File: src/rtl/rtc_timer.sv
// Bus-mapped 64-bit real-time counter with a prescaled tick and CHANNELS compare interrupts.
// Single-cycle request, response one cycle later; irq is registered from start-of-cycle state.
module rtc_timer #(
  parameter int unsigned CLK_FREQ  = 50000000,
  parameter int unsigned RTC_FREQ  = 32768,
  parameter int unsigned CHANNELS  = 2,
  parameter logic [31:0] BASE_ADDR = 32'h200000
) (
  input  logic                rst,
  input  logic                clk,
  input  logic                timer_valid,
  input  logic [31:0]         timer_addr,
  input  logic [31:0]         timer_wdata,
  input  logic [3:0]          timer_wstrb,
  output logic [31:0]         timer_rdata,
  output logic                timer_ready,
  output logic [CHANNELS-1:0] timer_irq
);

  localparam int unsigned DIV = CLK_FREQ / RTC_FREQ;
  localparam int unsigned PW  = (DIV > 1) ? $clog2(DIV) : 1;
  localparam logic [31:0] WIN = 32'(16 + 8 * CHANNELS);

  logic [PW-1:0]       r_pcnt;
  logic                r_en;
  logic [63:0]         r_mtime;
  logic [63:0]         r_cmp [CHANNELS];
  logic [CHANNELS-1:0] r_irq;
  logic                r_ready;
  logic [31:0]         r_rdata;

  logic        w_tick;
  logic [31:0] w_off;
  logic        w_hit;
  logic [3:0]  w_widx;
  logic        w_wr;
  logic        w_wr_lo;
  logic        w_wr_hi;
  logic        w_wr_ctrl;
  logic [63:0] w_mtime_inc;
  logic [31:0] w_rval;

  function automatic logic [31:0] f_merge(input logic [31:0] old, input logic [31:0] d,
                                          input logic [3:0] s);
    logic [31:0] res;
    res = old;
    for (int b = 0; b < 4; b++)
      if (s[b]) res[8*b +: 8] = d[8*b +: 8];
    return res;
  endfunction

  assign w_tick      = r_en && (r_pcnt == PW'(DIV - 1));
  assign w_mtime_inc = r_mtime + 64'd1;

  // Aligned base means bits [1:0] cannot change the window or word-index decode.
  assign w_off     = timer_addr - BASE_ADDR;
  assign w_hit     = (timer_addr >= BASE_ADDR) && (w_off < WIN);
  assign w_widx    = w_off[5:2];
  assign w_wr      = timer_valid && (timer_wstrb != 4'b0) && w_hit;
  assign w_wr_lo   = w_wr && (w_widx == 4'd0);
  assign w_wr_hi   = w_wr && (w_widx == 4'd1);
  assign w_wr_ctrl = w_wr && (w_widx == 4'd2);

  always_comb begin
    w_rval = 32'h0;
    if (w_hit) begin
      case (w_widx)
        4'd0:    w_rval = r_mtime[31:0];
        4'd1:    w_rval = r_mtime[63:32];
        4'd2:    w_rval = {31'h0, r_en};
        default: begin
          for (int i = 0; i < int'(CHANNELS); i++) begin
            if (w_widx == 4'(4 + 2 * i)) w_rval = r_cmp[i][31:0];
            if (w_widx == 4'(5 + 2 * i)) w_rval = r_cmp[i][63:32];
          end
        end
      endcase
    end
  end

  always_ff @(posedge clk or posedge rst) begin
    if (rst) begin
      r_pcnt <= '0;
      r_en   <= 1'b1;
    end else begin
      if (r_en) r_pcnt <= w_tick ? '0 : r_pcnt + PW'(1);
      if (w_wr_ctrl && timer_wstrb[0]) r_en <= timer_wdata[0];
    end
  end

  // A write to either half wins over a coincident tick; the other half gets no carry.
  always_ff @(posedge clk or posedge rst) begin
    if (rst) begin
      r_mtime <= 64'h0;
    end else begin
      if (w_wr_lo)
        r_mtime[31:0] <= f_merge(r_mtime[31:0], timer_wdata, timer_wstrb);
      else if (w_tick && !w_wr_hi)
        r_mtime[31:0] <= w_mtime_inc[31:0];
      if (w_wr_hi)
        r_mtime[63:32] <= f_merge(r_mtime[63:32], timer_wdata, timer_wstrb);
      else if (w_tick && !w_wr_lo)
        r_mtime[63:32] <= w_mtime_inc[63:32];
    end
  end

  always_ff @(posedge clk or posedge rst) begin
    if (rst) begin
      for (int i = 0; i < int'(CHANNELS); i++) r_cmp[i] <= 64'hFFFF_FFFF_FFFF_FFFF;
      r_irq <= '0;
    end else begin
      for (int i = 0; i < int'(CHANNELS); i++) begin
        if (w_wr && (w_widx == 4'(4 + 2 * i)))
          r_cmp[i][31:0] <= f_merge(r_cmp[i][31:0], timer_wdata, timer_wstrb);
        if (w_wr && (w_widx == 4'(5 + 2 * i)))
          r_cmp[i][63:32] <= f_merge(r_cmp[i][63:32], timer_wdata, timer_wstrb);
        r_irq[i] <= (r_mtime >= r_cmp[i]);
      end
    end
  end

  always_ff @(posedge clk or posedge rst) begin
    if (rst) begin
      r_ready <= 1'b0;
      r_rdata <= 32'h0;
    end else begin
      r_ready <= timer_valid;
      r_rdata <= (timer_valid && (timer_wstrb == 4'b0)) ? w_rval : 32'h0;
    end
  end

  assign timer_ready = r_ready;
  assign timer_rdata = r_rdata;
  assign timer_irq   = r_irq;

endmodule

File: config.mk
export PLATFORM = sky130hd
export DESIGN_NAME = rtc_timer
export DESIGN_NICKNAME = d
export VERILOG_FILES = /design/src/rtl/rtc_timer.sv
export SDC_FILE = /design/constraint.sdc
export NUM_CORES = 1
export LEC_CHECK = 0
export ABC_AREA = 1
export CAP_MARGIN = 10
export CORE_MARGIN = 5
export CORE_UTILIZATION = 50
export DETAILED_ROUTE_END_ITERATION = 8
export PLACE_DENSITY = 0.69
export RECOVER_POWER = 25
export SLEW_MARGIN = 20
export SYNTH_ARGS = -nofsm -noshare
export SYNTH_HDL_FRONTEND = slang
export SYNTH_SLANG_ARGS = --single-unit
File: constraint.sdc
create_clock -name clk -period 18.8 [get_ports clk]
set_input_delay 2.82 -clock clk [delete_from_list [all_inputs] [get_ports clk]]
set_output_delay 2.82 -clock clk [all_outputs]
set_load 0.1 [all_outputs]
==> flow_summary.json, run 1 <==
{
  "post-route-cell-area_mm2": 0.01895,
  "power_per_unit_of_standard_cell_area_mw_per_mm2": 62.61,
  "post-route-util_pct": 58.11,
  "start_util_pct": 50.75,
  "chipHeight_um": 192.0,
  "synth.yosys.warnings": 0,
  "grt_pass1_wl_um": 87370,
  "timing.critical_path.from_type": "input pin",
  "synth.largest_area_cell": "sky130_fd_sc_hd__dfstp_2",
  "totalPowerFinal_mw": 1.187,
  "dieArea_mm2": 0.03684,
  "max_stage_delay_ns": 2.55,
  "firstDrtPassIters": 5,
  "via_count": 16140,
  "drt_iter0_drcs": 1337,
  "synth-xor-area-share_pct": 1.270,
  "worst_slew_margin_rel_pct": -202.4,
  "synth_top_area_share_pct": 20.48,
  "drive_gt1_share_pct": 9.620,
  "post_synth_inst_count": 2271,
  "syn_to_final_growth_pct": 14.50,
  "synthMuxAreaShare_pct": 0,
  "fraction_of_the_yosys_area_taken_by_sequential_cells_pct": 37.11,
  "min_period_over_period_pct": 45.29,
  "finClkSkew_ns": 0.01151,
  "die_w_um": 192.0,
  "setup.worst_path.class": "in -> async",
  "cts_buffer_depth": 3,
  "setup_viol": 0,
  "port-buffer-count": 103,
  "flip_flop_and_latch_count_after_synthesis": 239,
  "hold_buffers": 0,
  "viasPerCell": 5.739,
  "cp_top_family": "buffers and inverters",
  "worst_slew_pin_slew_ns": 4.511,
  "critPathArrivalTime_ns": 8.45,
  "critical_path_required_ns": 18.74,
  "violations": "capacitance limit, slew limit",
  "avgSynthCellArea_um2": 7.289,
  "h-tree-depth": 1,
  "synth_commonest_cells": "601 x sky130_fd_sc_hd__nand2_1, 353 x sky130_fd_sc_hd__inv_1, 201 x sky130_fd_sc_hd__o21ai_0, 166 x sky130_fd_sc_hd__nor2_1, 132 x sky130_fd_sc_hd__ha_1",
  "synth_enable_flop_cells": 0,
  "drt.antenna.violating_nets": 0,
  "post_drt_wl_per_cell_um": 19.99,
  "design.core.area_mm2": 0.03262,
  "outcome": "finished with violations",
  "yosys.cell_count.top_type": "sky130_fd_sc_hd__nand2_1",
  "synth-compound-area-share_pct": 14.92,
  "grt_setup_unrepaired": "no",
  "cp_slowest_cell": "sky130_fd_sc_hd__clkinvlp_2",
  "report.final.hold_viol_count": 0,
  "grt_start_max_net_pins": 106,
  "numCtsBuffers": 28,
  "clkSinkCount": 239,
  "synth_simple_gate_area_share_pct": 26.43,
  "cp.buffers_inverters": 3,
  "num-fill-cells": 3113,
  "grt_antenna_before_repair": 0,
  "synth.lib_cells_used.distinct": 46,
  "fmax_mhz": 117.5,
  "syn-num-nets": 2474,
  "nets": 2551,
  "timing.max_cap.violations": 2,
  "synth_top_family_by_area": "simple AND/OR/NAND/NOR gates",
  "dominantRegCellSynth": "sky130_fd_sc_hd__dfstp_2",
  "period_minus_slack_ns": 8.514,
  "clockRootBuffer": "sky130_fd_sc_hd__clkbuf_16",
  "totalWireLength_um": 56210,
  "route.detailed.drc": 0,
  "placed_cell_area_mm2": 0.01792,
  "worst_hold_path_type": "reg -> reg",
  "gr-usage-all-layers_pct": 30.30,
  "clock_latency_ns": 0.56,
  "first_global_vias": 15480,
  "gp_congestion": 1.007,
  "num_rows": 66,
  "timing.critical_path.fanout_max": 105,
  "synthTopCellsByArea": "sky130_fd_sc_hd__dfstp_2 20%, sky130_fd_sc_hd__dfrtp_1 17%, sky130_fd_sc_hd__nand2_1 14%",
  "cts.repair.resized": 0,
  "tritoncts": "yes",
  "synth_fa_ha_area_share_pct": 9.977,
  "path_cells": "dlygate4sd3_1 > clkinvlp_2 > clkbuf_1",
  "p_leak_nw": 7.980,
  "detailedPlace.worstSlack_ns": 12.46,
  "critPathCaptureType": "asynchronous set/reset pin",
  "postCtsSetupBuffers": 0,
  "final_max_slew_viol_count": 168,
  "synthesis.area_mm2": 0.01655,
  "io_pins": 106,
  "global_route.overflow_total": 0,
  "detailedPlacementHpwl_um": 42630,
  "setup-tns-final_ns": 0,
  "cts.reportedPaths.clkPinSlew_ns": 0.06,
  "max-vdd-ir-drop_mv": 0.06514,
  "n_antenna_cell": 0,
  "synth_async_sr_flop_share_pct": 100.0,
  "layout_setup_ws_ns": 10.29
}
## cells in the final DEF (no fill, tap or decap), drive strengths merged
cell type | netlist | routed
nor3 | 65 | 65
dfrtp | 110 | 110
ha | 132 | 132
nand4 | 37 | 37
inv | 357 | 357
nand3b | 3 | 3
clkinv | 1 | 7
and2 | 1 | 1
o221ai | 2 | 2
nor3b | 2 | 2
o2111ai | 4 | 4
o21bai | 2 | 2
buf | 28 | 14
a31oi | 4 | 4
dlygate4sd3 | 0 | 2
a221oi | 31 | 31
nand3 | 88 | 88
bufinv | 0 | 6
nor2 | 179 | 179
o21ai | 238 | 238
a211oi | 2 | 2
a311oi | 1 | 1
nand2 | 608 | 608
clkbuf | 43 | 39
a21o | 2 | 2
xor2 | 17 | 17
clkinvlp | 0 | 2
dfstp | 129 | 129
a21oi | 64 | 64
and3 | 5 | 5
o22ai | 31 | 31
clkdlybuf4s50 | 0 | 101
o21a | 5 | 5
nor4 | 35 | 35
a2111oi | 31 | 31
o211ai | 7 | 7
xnor2 | 7 | 7
## power by group
group / total [mW] / internal, mW / switching (mW) / leakage, nW
clock network: 0.614 / 0.387 / 0.227 / 0.517
registers: 0.516 / 0.516 / 0.0000212 / 2.65
logic: 0.0568 / 0.0191 / 0.0378 / 4.81
total: 1.19 / 0.922 / 0.265 / 7.98
## stage by stage
stage,instances,hold slack [ns]
after floorplan,2271,0.4510
after global placement,2760,0.4607
after detailed placement,2760,0.4667
after CTS,2812,0.4754
after global routing,2812,0.4858
final,2812,0.4746
## tightest hold or removal path, stage by stage (launching register included)
cell and delay (ns):
sky130_fd_sc_hd__dfstp_2 0.37, sky130_fd_sc_hd__nand2_1 0.05, sky130_fd_sc_hd__o21ai_1 0.05
## flip-flops by register name (all words and copies together), names as in the netlist
| name | flops |
|---|---|
| r_cmp | 128 |
| r_en | 1 |
| r_mtime | 64 |
| r_pcnt | 11 |
| timer_irq | 2 |
| timer_rdata | 32 |
| timer_ready | 1 |
## metal layers
layer	global-route usage [%]	up-vias	part of all wire (%)
met1	42.46	7641	43
met4	10.14	0	3.5
met5	0	-	0
met2	48.34	707	45
li1	-	7664	-
met3	4.435	125	7.8
## kinds of logic (layout without fill, tap and decap cells)
| group | count (synthesis) | count (layout) |
|---|---|---|
| AND/OR/NAND/NOR | 1023 | 1023 |
| adder cells (fa/ha/maj) | 132 | 132 |
| buffers and inverters | 429 | 528 |
| flip-flops | 239 | 239 |
| XOR/XNOR | 24 | 24 |
| AO/OA/AOI/OAI | 424 | 424 |
## final timing paths
kind	from	endpoint	slack, ns	cells past startpoint
worst max-delay path	rst	timer_rdata[17]$_DFF_PP0_	10.29	3
worst min register to register	r_cmp[11]$_DFFE_PP1P_	r_cmp[11]$_DFFE_PP1P_	0.47	2
worst max register to register	r_cmp[15]$_DFFE_PP1P_	timer_irq[1]$_DFF_PP0_	15.52	10
min in group asynchronous	rst	timer_rdata[31]$_DFF_PP0_	4.12	2
max in group clk	timer_wstrb[0]	r_mtime[46]$_DFFE_PP0P_	12.96	11
worst min-delay path	r_cmp[11]$_DFFE_PP1P_	r_cmp[11]$_DFFE_PP1P_	0.47	2
## final cells by class
type / count / area (um^2) / share of cell area [%]
Clock inverter: 14 / 231.5 / 1.221
Multi-Input combinational cell: 1603 / 8711 / 45.96
Tap cell: 442 / 553.0 / 2.918
Inverter: 358 / 1358 / 7.162
Sequential cell: 239 / 6142 / 32.40
Clock buffer: 38 / 819.5 / 4.324
Timing Repair Buffer: 118 / 1140 / 6.014
Power figures use the tool's default switching activity.
==> inputs of run 2 (changes only) <==
==> constraint.sdc (replaced) <==
create_clock -name clk -period 8.2 [get_ports clk]
set_input_delay 1.23 -clock clk [delete_from_list [all_inputs] [get_ports clk]]
set_output_delay 1.23 -clock clk [all_outputs]
set_load 0.1 [all_outputs]
==> run 2 against run 1 <==
Compared with the run above: the flow still finishes with violations (capacitance limit, slew limit); sequential cell count is the same; sequential power is 130% higher; die area stayed put; power is 120% higher; cell area shrank 0.23%; non-clock buffer count increased by 1; clock power increased by 120%; count of clock-buffer cells in the layout increased by 8; critical path depth unchanged; critical path type unchanged; highest routed layer unchanged.
==> flow_summary.json, run 2 (synthesized netlist as in run 1, its figures left out) <==
{
  "num-fill-cells": 3035,
  "worst_hold_path_type": "reg -> reg",
  "period_minus_slack_ns": 4.744,
  "clockRootBuffer": "sky130_fd_sc_hd__clkbuf_16",
  "finClkSkew_ns": 0.02120,
  "grt_start_max_net_pins": 104,
  "nets": 2553,
  "totalWireLength_um": 56000,
  "numCtsBuffers": 29,
  "clock_latency_ns": 0.57,
  "p_leak_nw": 7.961,
  "grt_pass1_wl_um": 85910,
  "cts.reportedPaths.clkPinSlew_ns": 0.06,
  "top_register": "r_cmp",
  "min_period_over_period_pct": 57.86,
  "critical_path_required_ns": 8.77,
  "post-route-util_pct": 57.97,
  "setup.worst_path.class": "in -> async",
  "start_util_pct": 50.75,
  "setup_viol": 0,
  "chipHeight_um": 192.0,
  "worst_slew_pin_slew_ns": 4.288,
  "path_cells": "dlygate4sd3_1 > clkinvlp_2 > buf_4",
  "port-buffer-count": 103,
  "cts.repair.resized": 0,
  "max-vdd-ir-drop_mv": 0.2207,
  "global_route.overflow_total": 0,
  "post_drt_wl_per_cell_um": 19.91,
  "design.core.area_mm2": 0.03262,
  "max_stage_delay_ns": 2.43,
  "setup-tns-final_ns": 0,
  "final_max_slew_viol_count": 104,
  "route.detailed.drc": 0,
  "final_common_cell": "sky130_fd_sc_hd__nand2_1",
  "gp_congestion": 1.015,
  "drt_iter0_drcs": 1403,
  "drive_gt1_share_pct": 9.532,
  "violations": "capacitance limit, slew limit",
  "die_w_um": 192.0,
  "hold_buffers": 0,
  "num_rows": 66,
  "cts_buffer_depth": 3,
  "firstDrtPassIters": 5,
  "io_pins": 106,
  "n_antenna_cell": 0,
  "via_count": 16050,
  "detailedPlacementHpwl_um": 42500,
  "mostFrequentLayoutCells": "598 x sky130_fd_sc_hd__nand2_1, 354 x sky130_fd_sc_hd__inv_1, 201 x sky130_fd_sc_hd__o21ai_0, 165 x sky130_fd_sc_hd__nor2_1, 132 x sky130_fd_sc_hd__ha_1",
  "cp_top_family": "buffers and inverters",
  "clkSinkCount": 239,
  "timing.max_cap.violations": 1,
  "power_per_unit_of_standard_cell_area_mw_per_mm2": 140.2,
  "grt_setup_unrepaired": "no",
  "inst_count_dp": 2761,
  "critPathCaptureType": "asynchronous set/reset pin",
  "totalPowerFinal_mw": 2.652,
  "first_global_vias": 15230,
  "final_cells": 2813,
  "largest_register_ffs": 128,
  "drt.antenna.violating_nets": 0,
  "report.final.hold_viol_count": 0,
  "outcome": "finished with violations",
  "fmax_mhz": 210.8,
  "h-tree-depth": 1,
  "cp.buffers_inverters": 3,
  "timing.critical_path.fanout_max": 103,
  "worst_slew_margin_rel_pct": -187.5,
  "critPathArrivalTime_ns": 5.31,
  "viasPerCell": 5.705,
  "syn_to_final_growth_pct": 14.24,
  "postCtsSetupBuffers": 0,
  "tritoncts": "yes",
  "gr-usage-all-layers_pct": 29.93,
  "grt_antenna_before_repair": 0,
  "dieArea_mm2": 0.03684,
  "timing.critical_path.from_type": "input pin",
  "cp_slowest_cell": "sky130_fd_sc_hd__clkinvlp_2"
}
==> run 2: layer usage <==
layer	GRT usage, %	vias to the layer above	share of wire, %
li1	-	7669	-
met1	41.69	7537	43
met2	47.69	710	45
met3	4.689	131	8.0
met4	10.28	0	3.4
met5	0	-	0
==> run 2: metrics by stage <==
step	area, um^2	hold WS (ns)	setup WS [ns]
detailed placement	17930	0.4660	3.521
finish	18910	0.4724	3.456
CTS	18930	0.4750	4.091
global placement	17930	0.4598	3.571
floorplan	16550	0.4510	0.6237
global route	18910	0.4844	2.635
==> run 2: where the power goes <==
group	switching (mW)	leakage (nW)	internal (mW)	total [mW]
sequential	0.0000487	2.65	1.18	1.18
combinational	0.0863	4.82	0.0439	0.130
clock	0.507	0.491	0.831	1.34
total	0.594	7.96	2.06	2.65
==> run 2: final timing paths <==
kind / start / to / slack (ns) / depth (start not counted)
worst max register to register: r_en$_DFFE_PP1P_ / r_mtime[40]$_DFFE_PP0P_ / 4.95 / 9
worst max-delay path: rst / timer_rdata[13]$_DFF_PP0_ / 3.46 / 3
worst min register to register: r_cmp[23]$_DFFE_PP1P_ / r_cmp[23]$_DFFE_PP1P_ / 0.47 / 2
worst min-delay path: r_cmp[23]$_DFFE_PP1P_ / r_cmp[23]$_DFFE_PP1P_ / 0.47 / 2
max in group clk: timer_addr[21] / r_mtime[40]$_DFFE_PP0P_ / 4.05 / 18
min in group asynchronous: rst / timer_rdata[31]$_DFF_PP0_ / 2.46 / 2
==> run 2: area by class of cell <==
cell class / count / area, um^2 / share of cell area [%]
inverter: 358 / 1358 / 7.179
clock inverter: 6 / 105.1 / 0.5558
timing repair buffer: 119 / 1151 / 6.087
sequential: 239 / 6142 / 32.48
multi-input combinational: 1603 / 8711 / 46.06
clock buffer: 46 / 890.9 / 4.711
tap: 442 / 553.0 / 2.924
==> run 2: worst min-delay path: cells and delay by family, from the launching register on <==
kind | cells | cell delay, ns
and+or+nand+nor | 1 | 0.05
DFF | 1 | 0.37
AOI/OAI and AO/OA | 1 | 0.05
==> inputs of run 3 (changes only) <==
==> constraint.sdc (replaced) <==
create_clock -name clk -period 4.48 [get_ports clk]
set_input_delay 0.672 -clock clk [delete_from_list [all_inputs] [get_ports clk]]
set_output_delay 0.672 -clock clk [all_outputs]
set_load 0.1 [all_outputs]
==> run 3 against run 2 <==
Compared with the run above: the run still ends with capacitance limit, slew limit left; clock skew decreased by 0.0089 ns; combinational power increased by 86%; largest cell class unchanged; critical endpoint is now r_mtime[15]$_DFFE_PP0P_; highest routed layer unchanged; sequential power increased by 84%.
==> flow_summary.json, run 3 (synthesized netlist as in run 1, its figures left out) <==
{
  "gp_congestion": 0.9932,
  "first_global_vias": 15610,
  "max_stage_delay_ns": 1.87,
  "timing.hold.ws_ns": 0.4727,
  "mostFrequentLayoutCells": "601 x sky130_fd_sc_hd__nand2_1, 352 x sky130_fd_sc_hd__inv_1, 201 x sky130_fd_sc_hd__o21ai_0, 165 x sky130_fd_sc_hd__nor2_1, 132 x sky130_fd_sc_hd__ha_1",
  "post_drt_wl_per_cell_um": 20.36,
  "power.internal_mw": 3.869,
  "n_antenna_cell": 0,
  "power_per_unit_of_standard_cell_area_mw_per_mm2": 262.7,
  "period_minus_slack_ns": 3.336,
  "timing.critical_path.fanout_max": 109,
  "gr-usage-all-layers_pct": 31.09,
  "worst_slew_margin_rel_pct": -84.33,
  "min_period_over_period_pct": 74.46,
  "storage_cell_area_mm2": 0.006142,
  "worst_hold_path_type": "reg -> reg",
  "route.detailed.drc": 0,
  "fmax_mhz": 299.8,
  "nets": 2555,
  "clkPwrFrac_pct": 51.8,
  "cts.repair.resized": 0,
  "io_pins": 106,
  "detailedPlacementHpwl_um": 43800,
  "cts.reportedPaths.clkPinSlew_ns": 0.06,
  "finClkSkew_ns": 0.01233,
  "final_common_cell": "sky130_fd_sc_hd__nand2_1",
  "start_util_pct": 50.75,
  "drt.antenna.violating_nets": 0,
  "clkSinkCount": 239,
  "largest_register_ffs": 128,
  "grt_antenna_before_repair": 0,
  "viasPerCell": 5.682,
  "critPathCaptureType": "asynchronous set/reset pin",
  "cp_slowest_cell": "sky130_fd_sc_hd__clkbuf_2",
  "critPathArrivalTime_ns": 3.41,
  "final_max_slew_viol_count": 110,
  "max-vdd-ir-drop_mv": 0.2871,
  "grt_pass1_wl_um": 88640,
  "top_register": "r_cmp",
  "syn_to_final_growth_pct": 14.79,
  "num-fill-cells": 3113,
  "p_leak_nw": 8.003,
  "pwr-share-comb_pct": 4.8,
  "h-tree-depth": 1,
  "setup.worst_path.class": "in -> async",
  "postCtsSetupBuffers": 0,
  "firstDrtPassIters": 6,
  "dieArea_mm2": 0.03684,
  "critical_path_required_ns": 4.56,
  "power.switching_mw": 1.123,
  "timing.critical_path.from_type": "input pin",
  "violations": "capacitance limit, slew limit",
  "report.final.hold_viol_count": 0,
  "num_rows": 66,
  "die_w_um": 192.0,
  "grt_start_max_net_pins": 131,
  "setup_viol": 0,
  "port-buffer-count": 103,
  "setup-tns-final_ns": 0,
  "timing.max_cap.violations": 1,
  "grt_setup_unrepaired": "no",
  "drt_iter0_drcs": 1541,
  "chipHeight_um": 192.0,
  "cts_buffer_depth": 3,
  "drive_gt1_share_pct": 9.983,
  "numCtsBuffers": 28,
  "hold_buffers": 0,
  "path_cells": "dlygate4sd3_1 > clkinvlp_2 > clkbuf_2",
  "clockRootBuffer": "sky130_fd_sc_hd__clkbuf_16",
  "seq_power_share_pct": 43.4,
  "swShare_pct": 22.49,
  "totalPowerFinal_mw": 4.992,
  "worst_slew_pin_slew_ns": 2.765,
  "clock_latency_ns": 0.57,
  "via_count": 16000,
  "outcome": "finished with violations",
  "design.core.area_mm2": 0.03262,
  "tritoncts": "yes",
  "global_route.overflow_total": 0,
  "totalWireLength_um": 57320,
  "multiInputGateArea_mm2": 0.008715
}
## run 3: cell type report
cell class	instances	area share, %
Timing Repair Buffer	122	6.229
Multi-Input combinational cell	1603	45.86
Inverter	358	7.144
Clock inverter	15	1.238
Tap cell	442	2.910
Sequential cell	239	32.32
Clock buffer	37	4.293
## run 3: worst paths after layout
kind                            slack (ns)                   from  cells after the start                      end
worst max-delay path                  1.14                    rst                      3  r_mtime[15]$_DFFE_PP0P_
worst min-delay path                  0.47  r_cmp[16]$_DFFE_PP1P_                      2    r_cmp[16]$_DFFE_PP1P_
worst max register to register        1.38  r_cmp[15]$_DFFE_PP1P_                     10   timer_irq[1]$_DFF_PP0_
worst min register to register        0.47  r_cmp[16]$_DFFE_PP1P_                      2    r_cmp[16]$_DFFE_PP1P_
max in group clk                      1.23         timer_addr[21]                     17  r_mtime[46]$_DFFE_PP0P_
min in group asynchronous             0.79                    rst                      3    r_pcnt[8]$_DFFE_PP0P_
## run 3: layer usage
metal  track usage (%)  up-vias  share of wire (%)  wire length (um)
met2             49.74      695                 45             25830
met1             42.54     7475                 44             25060
met4             11.05        0                3.9              2221
li1                  -     7681                  -                 -
met5                 0        -                  0                 0
met3             5.543      150                7.3              4212
## run 3: power by group through the flow
stage	Clock [mW]	Combinational, mW	Sequential (mW)
CTS	2.61	0.243	2.17
finish	2.59	0.242	2.17
floorplan	0	0.106	2.20
global placement	0	0.238	2.20
global route	2.71	0.263	2.16
detailed placement	0	0.242	2.20
## run 3: stage by stage
step	std cells	worst slack (ns)	util, %	area (um^2)
global route	2816	0.5832	58.25	19000
detailed placement	2764	0.7155	55.09	17970
global placement	2764	0.7942	55.09	17970
finish	2816	1.144	58.25	19000
floorplan	2271	0.7795	-	16560
CTS	2816	1.302	58.31	19020
## run 3: worst max-delay path, delay by kind of cell
kind / cells / cell delay (ns)
buffers and inverters: 3 / 2.54
